<file path="config.mk">
export PLATFORM = sky130hd
export DESIGN_NAME = ifu_fetch_flat
export DESIGN_NICKNAME = d
export VERILOG_FILES = /design/src/rtl/ifu_fetch_if.sv /design/src/rtl/ifu_fetch.sv /design/src/flat_wrapper.sv
export SDC_FILE = /design/constraint.sdc
export NUM_CORES = 1
export LEC_CHECK = 0
export BUFFER_PORTS_ARGS = -buffer_cell sky130_fd_sc_hd__clkbuf_2
export CORE_UTILIZATION = 51
export DETAILED_ROUTE_END_ITERATION = 10
export GPL_TIMING_DRIVEN = 0
export PLACE_DENSITY = 0.88
export RECOVER_POWER = 50
export SETUP_SLACK_MARGIN = 0.05
export SYNTH_ARGS = -nofsm -noshare
export SYNTH_HDL_FRONTEND = slang
export SYNTH_SLANG_ARGS = --single-unit
</file>
<file path="constraint.sdc">
create_clock -name clk -period 2.96 [get_ports clk]
set_input_delay 0.148 -clock clk [delete_from_list [all_inputs] [get_ports clk]]
set_output_delay 0.148 -clock clk [all_outputs]
set_load 0.02 [all_outputs]
</file>
<file path="src/rtl/ifu_fetch_if.sv">
// Fetch-side bundle: redirect input, instruction-memory request/response,
// and the {pc, inst} handshake toward the IF/ID register.
//   master : the fetch unit (drives imem request and out_* signals)
//   slave  : the environment (memory, branch resolution, decode side)
interface ifu_fetch_if #(
    parameter int PC_WIDTH   = 64,
    parameter int INST_WIDTH = 32
);
    logic                  redirect_valid;
    logic [PC_WIDTH-1:0]   redirect_pc;
    logic                  imem_req_valid;
    logic                  imem_req_ready;
    logic [PC_WIDTH-1:0]   imem_req_addr;
    logic                  imem_resp_valid;
    logic [INST_WIDTH-1:0] imem_resp_inst;
    logic                  out_valid;
    logic                  out_ready;
    logic [PC_WIDTH-1:0]   out_pc;
    logic [INST_WIDTH-1:0] out_inst;

    modport master (
        input  redirect_valid, redirect_pc,
        output imem_req_valid, imem_req_addr,
        input  imem_req_ready, imem_resp_valid, imem_resp_inst,
        output out_valid, out_pc, out_inst,
        input  out_ready
    );

    modport slave (
        output redirect_valid, redirect_pc,
        input  imem_req_valid, imem_req_addr,
        output imem_req_ready, imem_resp_valid, imem_resp_inst,
        input  out_valid, out_pc, out_inst,
        output out_ready
    );
endinterface

</file>
<file path="src/rtl/ifu_fetch.sv">
// Instruction fetch unit. Owns the fetch PC, keeps at most one
// instruction-memory request outstanding, and presents each fetched
// {pc, inst} pair to the IF/ID register over a valid/ready handshake.
// Redirects from branch/jump resolution take priority in every state.
// Ports:
//   clk  - clock, rising edge
//   rst  - asynchronous active-low reset
//   bus  - ifu_fetch_if.master: redirect, imem request/response, out handshake
module ifu_fetch #(
    parameter int                     PC_WIDTH   = 64,
    parameter int                     INST_WIDTH = 32,
    parameter logic [PC_WIDTH-1:0]    RESET_PC   = 64'h8000_0000
) (
    input  logic         clk,
    input  logic         rst,
    ifu_fetch_if.master  bus
);

    typedef enum logic [1:0] {S_REQ, S_WAIT, S_HOLD} state_t;

    state_t                state;
    logic [PC_WIDTH-1:0]   pc;
    logic [PC_WIDTH-1:0]   inflight_pc;
    logic                  drop;
    logic                  out_valid;
    logic [PC_WIDTH-1:0]   out_pc;
    logic [INST_WIDTH-1:0] out_inst;
    logic [PC_WIDTH-1:0]   redirect_target;

    // Low two bits of a redirect target are forced to zero.
    assign redirect_target = {bus.redirect_pc[PC_WIDTH-1:2], 2'b00};

    // A redirect suppresses the request in the same cycle so the stale
    // address is never issued.
    assign bus.imem_req_valid = (state == S_REQ) && !bus.redirect_valid;
    assign bus.imem_req_addr  = pc;
    assign bus.out_valid      = out_valid;
    assign bus.out_pc         = out_pc;
    assign bus.out_inst       = out_inst;

    always_ff @(posedge clk or negedge rst) begin
        if (!rst) begin
            state       <= S_REQ;
            pc          <= RESET_PC;
            inflight_pc <= '0;
            drop        <= 1'b0;
            out_valid   <= 1'b0;
            out_pc      <= '0;
            out_inst    <= '0;
        end else begin
            if (bus.redirect_valid)
                pc <= redirect_target;

            case (state)
                S_REQ: begin
                    if (bus.imem_req_valid && bus.imem_req_ready) begin
                        inflight_pc <= pc;
                        state       <= S_WAIT;
                    end
                end
                S_WAIT: begin
                    if (bus.imem_resp_valid) begin
                        if (drop || bus.redirect_valid) begin
                            // Response belongs to a squashed path.
                            drop  <= 1'b0;
                            state <= S_REQ;
                        end else begin
                            out_pc    <= inflight_pc;
                            out_inst  <= bus.imem_resp_inst;
                            out_valid <= 1'b1;
                            pc        <= pc + PC_WIDTH'(4);
                            state     <= S_HOLD;
                        end
                    end else if (bus.redirect_valid) begin
                        // Request already in flight: remember to discard it.
                        drop <= 1'b1;
                    end
                end
                S_HOLD: begin
                    // A redirect withdraws the pair even if out_ready is high.
                    if (bus.redirect_valid || bus.out_ready) begin
                        out_valid <= 1'b0;
                        state     <= S_REQ;
                    end
                end
                default: state <= S_REQ;
            endcase
        end
    end

endmodule

</file>
<file path="src/flat_wrapper.sv">
// flat-port wrapper written by rule: the top's interface ports become plain ports
module ifu_fetch_flat 
#(
    parameter int                     PC_WIDTH   = 64,
    parameter int                     INST_WIDTH = 32,
    parameter logic [PC_WIDTH-1:0]    RESET_PC   = 64'h8000_0000
)
  (clk, rst, bus_redirect_valid, bus_redirect_pc, bus_imem_req_valid, bus_imem_req_addr, bus_imem_req_ready, bus_imem_resp_valid, bus_imem_resp_inst, bus_out_valid, bus_out_pc, bus_out_inst, bus_out_ready);
  ifu_fetch_if #(.PC_WIDTH(PC_WIDTH), .INST_WIDTH(INST_WIDTH)) bus_i ();
  input  logic clk;
  input  logic rst;
  input wire logic [$bits(bus_i.redirect_valid)-1:0] bus_redirect_valid;
  input wire logic [$bits(bus_i.redirect_pc)-1:0] bus_redirect_pc;
  output wire logic [$bits(bus_i.imem_req_valid)-1:0] bus_imem_req_valid;
  output wire logic [$bits(bus_i.imem_req_addr)-1:0] bus_imem_req_addr;
  input wire logic [$bits(bus_i.imem_req_ready)-1:0] bus_imem_req_ready;
  input wire logic [$bits(bus_i.imem_resp_valid)-1:0] bus_imem_resp_valid;
  input wire logic [$bits(bus_i.imem_resp_inst)-1:0] bus_imem_resp_inst;
  output wire logic [$bits(bus_i.out_valid)-1:0] bus_out_valid;
  output wire logic [$bits(bus_i.out_pc)-1:0] bus_out_pc;
  output wire logic [$bits(bus_i.out_inst)-1:0] bus_out_inst;
  input wire logic [$bits(bus_i.out_ready)-1:0] bus_out_ready;
  assign bus_i.redirect_valid = bus_redirect_valid;
  assign bus_i.redirect_pc = bus_redirect_pc;
  assign bus_imem_req_valid = bus_i.imem_req_valid;
  assign bus_imem_req_addr = bus_i.imem_req_addr;
  assign bus_i.imem_req_ready = bus_imem_req_ready;
  assign bus_i.imem_resp_valid = bus_imem_resp_valid;
  assign bus_i.imem_resp_inst = bus_imem_resp_inst;
  assign bus_out_valid = bus_i.out_valid;
  assign bus_out_pc = bus_i.out_pc;
  assign bus_out_inst = bus_i.out_inst;
  assign bus_i.out_ready = bus_out_ready;
  ifu_fetch #(.PC_WIDTH(PC_WIDTH), .INST_WIDTH(INST_WIDTH), .RESET_PC(RESET_PC)) u_core (.clk(clk), .rst(rst), .bus(bus_i));
endmodule
</file>
==> results by group <==
Synthesis
  • Gate Count Post-Synth: 791
  • Post-synthesis sequential area ratio: 58.1%
  • Synth Warn #: 0
  • Post-Synth Adder-Cell Area: 0.127%
  • Post-synth ARST share: 100%
  • Compound-Gate Fraction of Synth Area: under 10%
  • Synth Flop Type: dfrtp_1
  • Avg Cell Area, Syn: roughly 12 sq um
  • Synth Register Bits: 228
  • Post-synth top area share: between 50% and 60%
  • Synth Area in XOR/XNOR: around 2.6%
  • Mapped Area: between 9000 and 10000 sq um
  • Largest family of logic cells by synthesized area: multiplexers
  • Mux share of post-synthesis cell area: about 19%
  • Ranking of synthesized cells by area: dfrtp_1, mux2_2, o21ai_0, nand2_1, nand4_1
  • Post-synthesis simple-gate area fraction: between 10% and 20%
  • Area leader, netlist: dfrtp_1
  • Distinct cells, synth: 48
  • Number of flops mapped to enable cells by yosys: 0
  • Net Count, Synth: 894

Setup path
  • Critical path class: reg2reg
  • Crit path DAT: between 3 and 4 ns
  • CP startpoint kind: register
  • WP data required: 3.35 ns
  • Crit Path Max Fanout: 10
  • Crit. End Element: register

GRT
  • Wire length of the first global-routing pass: 45600 um
  • Largest net degree at the start of global routing: a little over 80
  • GRT overflow: 0
  • Initial antenna violation count: 4
  • Total global-route track usage: slightly below 30%
  • Vias in the first global route: between 8000 and 9000

Pwr
  • Maximum VDD drop: 0.637 mV
  • P_leak: ~5.6 nW
  • Power Dens Cells: about 830 nW/um^2

Drt
  • Drt first-iter violations: 750
  • Vias per cell: about 5.9
  • DR DRC count: 0
  • Routed vias: 8466
  • Post-route ant nets: 0
  • First-pass DRT Iterations: 8
  • WL per Instance: approximately 21 um
  • Routed WL: 29600 um

Floorplan
  • Chip Width: roughly 140 um
  • Die Span Y: 141 um
  • Initial Util: a little over half
  • Num rows: 50
  • Die ar.: 19800 sq um
  • Core area: approximately 19000 sq um
  • Top Ports: between 200 and 300

STA
  • Hold WS: around 0.31 ns
  • RSZ-0062 raised after global routing: true
  • Final Hold Violating Endpoints: 0
  • Period utilization: around 96%
  • Post-Route Skew: 0.0195 ns
  • Slew at the pin closest to its max-slew limit: between 1.5 and 2 ns
  • Max Clock Freq: between 0.3 and 0.4 GHz
  • Max Transition Viols Final: 70
  • Setup TNS: 0 ns
  • Setup violations, final: 0
  • Final worst path period need: approximately 2.9 ns
  • Slew margin rel.: -14.6%

Finish
  • Finished Cell Area: about 13000 sq um
  • Final #Nets: about 1300
  • Layout cells sized above 1: approximately a quarter
  • Syn-to-layout area delta: 33.1%

Place
  • Dpl cell area: ~11000 sq um
  • Port bufs: approximately 260
  • GPL Wtd Cong: between 0.8 and 0.9
  • Post-detail-place hpwl: approximately 19000 um

CTS
  • H-tree Lvls: 1
  • Clk root buf: clkbuf_16
  • Total CTS buffers: 24
  • Sink Count: 228
  • TritonCTS clock tree: yes
  • Clock latency on the worst-skew pair: between 0.5 and 0.6 ns
  • Bufs on Longest Clock Path: 3
  • Clock Pin Slew Worst Setup and Hold Paths: about 0.060 ns

Run status
  • Failing checks: max-capacitance violations, max-slew violations
  • Status: complete, but fails checks

Job
  • Max Cap Viol: 1

Worst hold path
  • Hold Path Class: in2reg
==> cell type report <==
class | count | area [sq um]
diodes | 4 | 10.0
plain buffers | 40 | 159
clock buffers | 35 | 703
clock inverters | 6 | 80.1
fillers | 1337 | 5700
inverters | 8 | 30.0
multi-input cells | 515 | 3930
flip-flops and latches | 228 | 5710
well taps | 234 | 293
repair buffers | 362 | 2150
==> final timing paths <==
check / from / end / slack, ns / cells past startpoint
max in group asynchronous: rst / u_core.bus.imem_req_addr[31] / 0.76 / 4
min in group asynchronous: rst / u_core.bus.out_inst[7] / 0.62 / 2
max reg2reg: u_core.state[0] / u_core.bus.out_pc[35] / 0.11 / 5
min: bus_redirect_valid / u_core.bus.imem_req_addr[30] / 0.31 / 3
max: u_core.state[0] / u_core.bus.out_pc[35] / 0.11 / 5
min reg2reg: u_core.inflight_pc[33] / u_core.inflight_pc[33] / 0.50 / 1
==> worst max-delay path: stages (launching register included) <==
cell	delay (ns)
dfrtp_1	0.47
and3b_1	0.22
nand2_1	0.36
buf_1	0.64
clkbuf_1	0.63
mux2_2	0.41
==> what timing repair did <==
action / 4_1_cts / 5_1_grt
hold buffers: 98 / 0
endpoints found under the hold margin: 167 / 0
endpoints found under the setup margin: 0 / 11
setup buffers: 0 / 1
resized for setup: 0 / 2
==> registers in the layout (all words and copies together), names as in the netlist <==
register                  cells
u_core.bus.imem_req_addr     64
u_core.bus.out_inst          32
u_core.bus.out_pc            64
u_core.inflight_pc           64
u_core.bus.out_valid          1
u_core.drop                   1
u_core.state                  2
==> cells in the mapped netlist (2+ instances only) <==
library cell / number
clkbuf_1: 30
nor2b_1: 5
inv_1: 7
a221oi_1: 4
a31oi_1: 14
nor2_1: 42
a2bb2oi_1: 2
or3_1: 12
nand2_1: 49
and2_1: 8
or2_2: 2
dfrtp_1: 227
nor3_1: 14
a21oi_1: 6
o211ai_1: 3
o21ai_0: 40
mux2_2: 161
xor2_1: 14
and4_1: 10
o31ai_1: 2
buf_1: 8
nand3_1: 20
nor4_1: 8
a311oi_1: 8
nand4bb_1: 2
or4_1: 2
and3_1: 17
and3b_1: 3
nand4_1: 28
a211oi_1: 9
or4_4: 2
o31a_1: 2
xnor2_1: 15
==> kinds of logic (layout without fill, tap and decap cells) <==
group                      after synthesis  count (layout)
DFF                                    228             228
and+or+nand+nor                        228             228
muxes                                  162             162
AOI/OAI and AO/OA                       95              95
buffers and inverters                   48             451
xor gates and xnor gates                29              29
adders and majority gates                1               1
other                                    0               4
==> power by group <==
group          switching, mW  internal (mW)  leakage [nW]
logic                   1.84           1.23          2.45
clock network           1.20           1.81         0.388
registers              0.652           4.11          2.73
total                   3.69           7.15          5.56
==> per-layer routing <==
metal  vias up  wire [um]  track usage (%)
li1       3671          -                -
met1      4084      11300             36.6
met2       563      14000             48.9
met3       148       2470             5.94
met4         0       1870             17.2
met5         -          0                0
==> metrics by stage <==
stage	power [mW]	util (%)	setup WS (ns)	std cells
after floorplan	6.62	-	0.443	791
after global placement	7.72	60.8	-2.63	1286
after detailed placement	7.88	61.2	0.117	1288
after CTS	11.0	70.6	0.0967	1427
after global routing	11.3	69.6	0.0400	1432
final	10.8	69.6	0.109	1432
==> placed cells by master, fill, tap and decap left out, types with 9 or more instances in the layout <==
cell | synthesis | routed
dfrtp_1 | 227 | 227
and3_1 | 17 | 17
nor3_1 | 14 | 14
o21ai_0 | 40 | 40
mux2_2 | 161 | 161
and4_1 | 10 | 10
clkbuf_2 | 0 | 103
a31oi_1 | 14 | 14
nand4_1 | 28 | 28
clkbuf_16 | 0 | 25
nor2_1 | 42 | 42
nand2_1 | 49 | 49
nand3_1 | 20 | 20
clkbuf_1 | 30 | 194
xnor2_1 | 15 | 15
a211oi_1 | 9 | 9
or3_1 | 12 | 12
xor2_1 | 14 | 14
dlygate4sd3_1 | 0 | 98
Power figures use the tool's default switching activity.
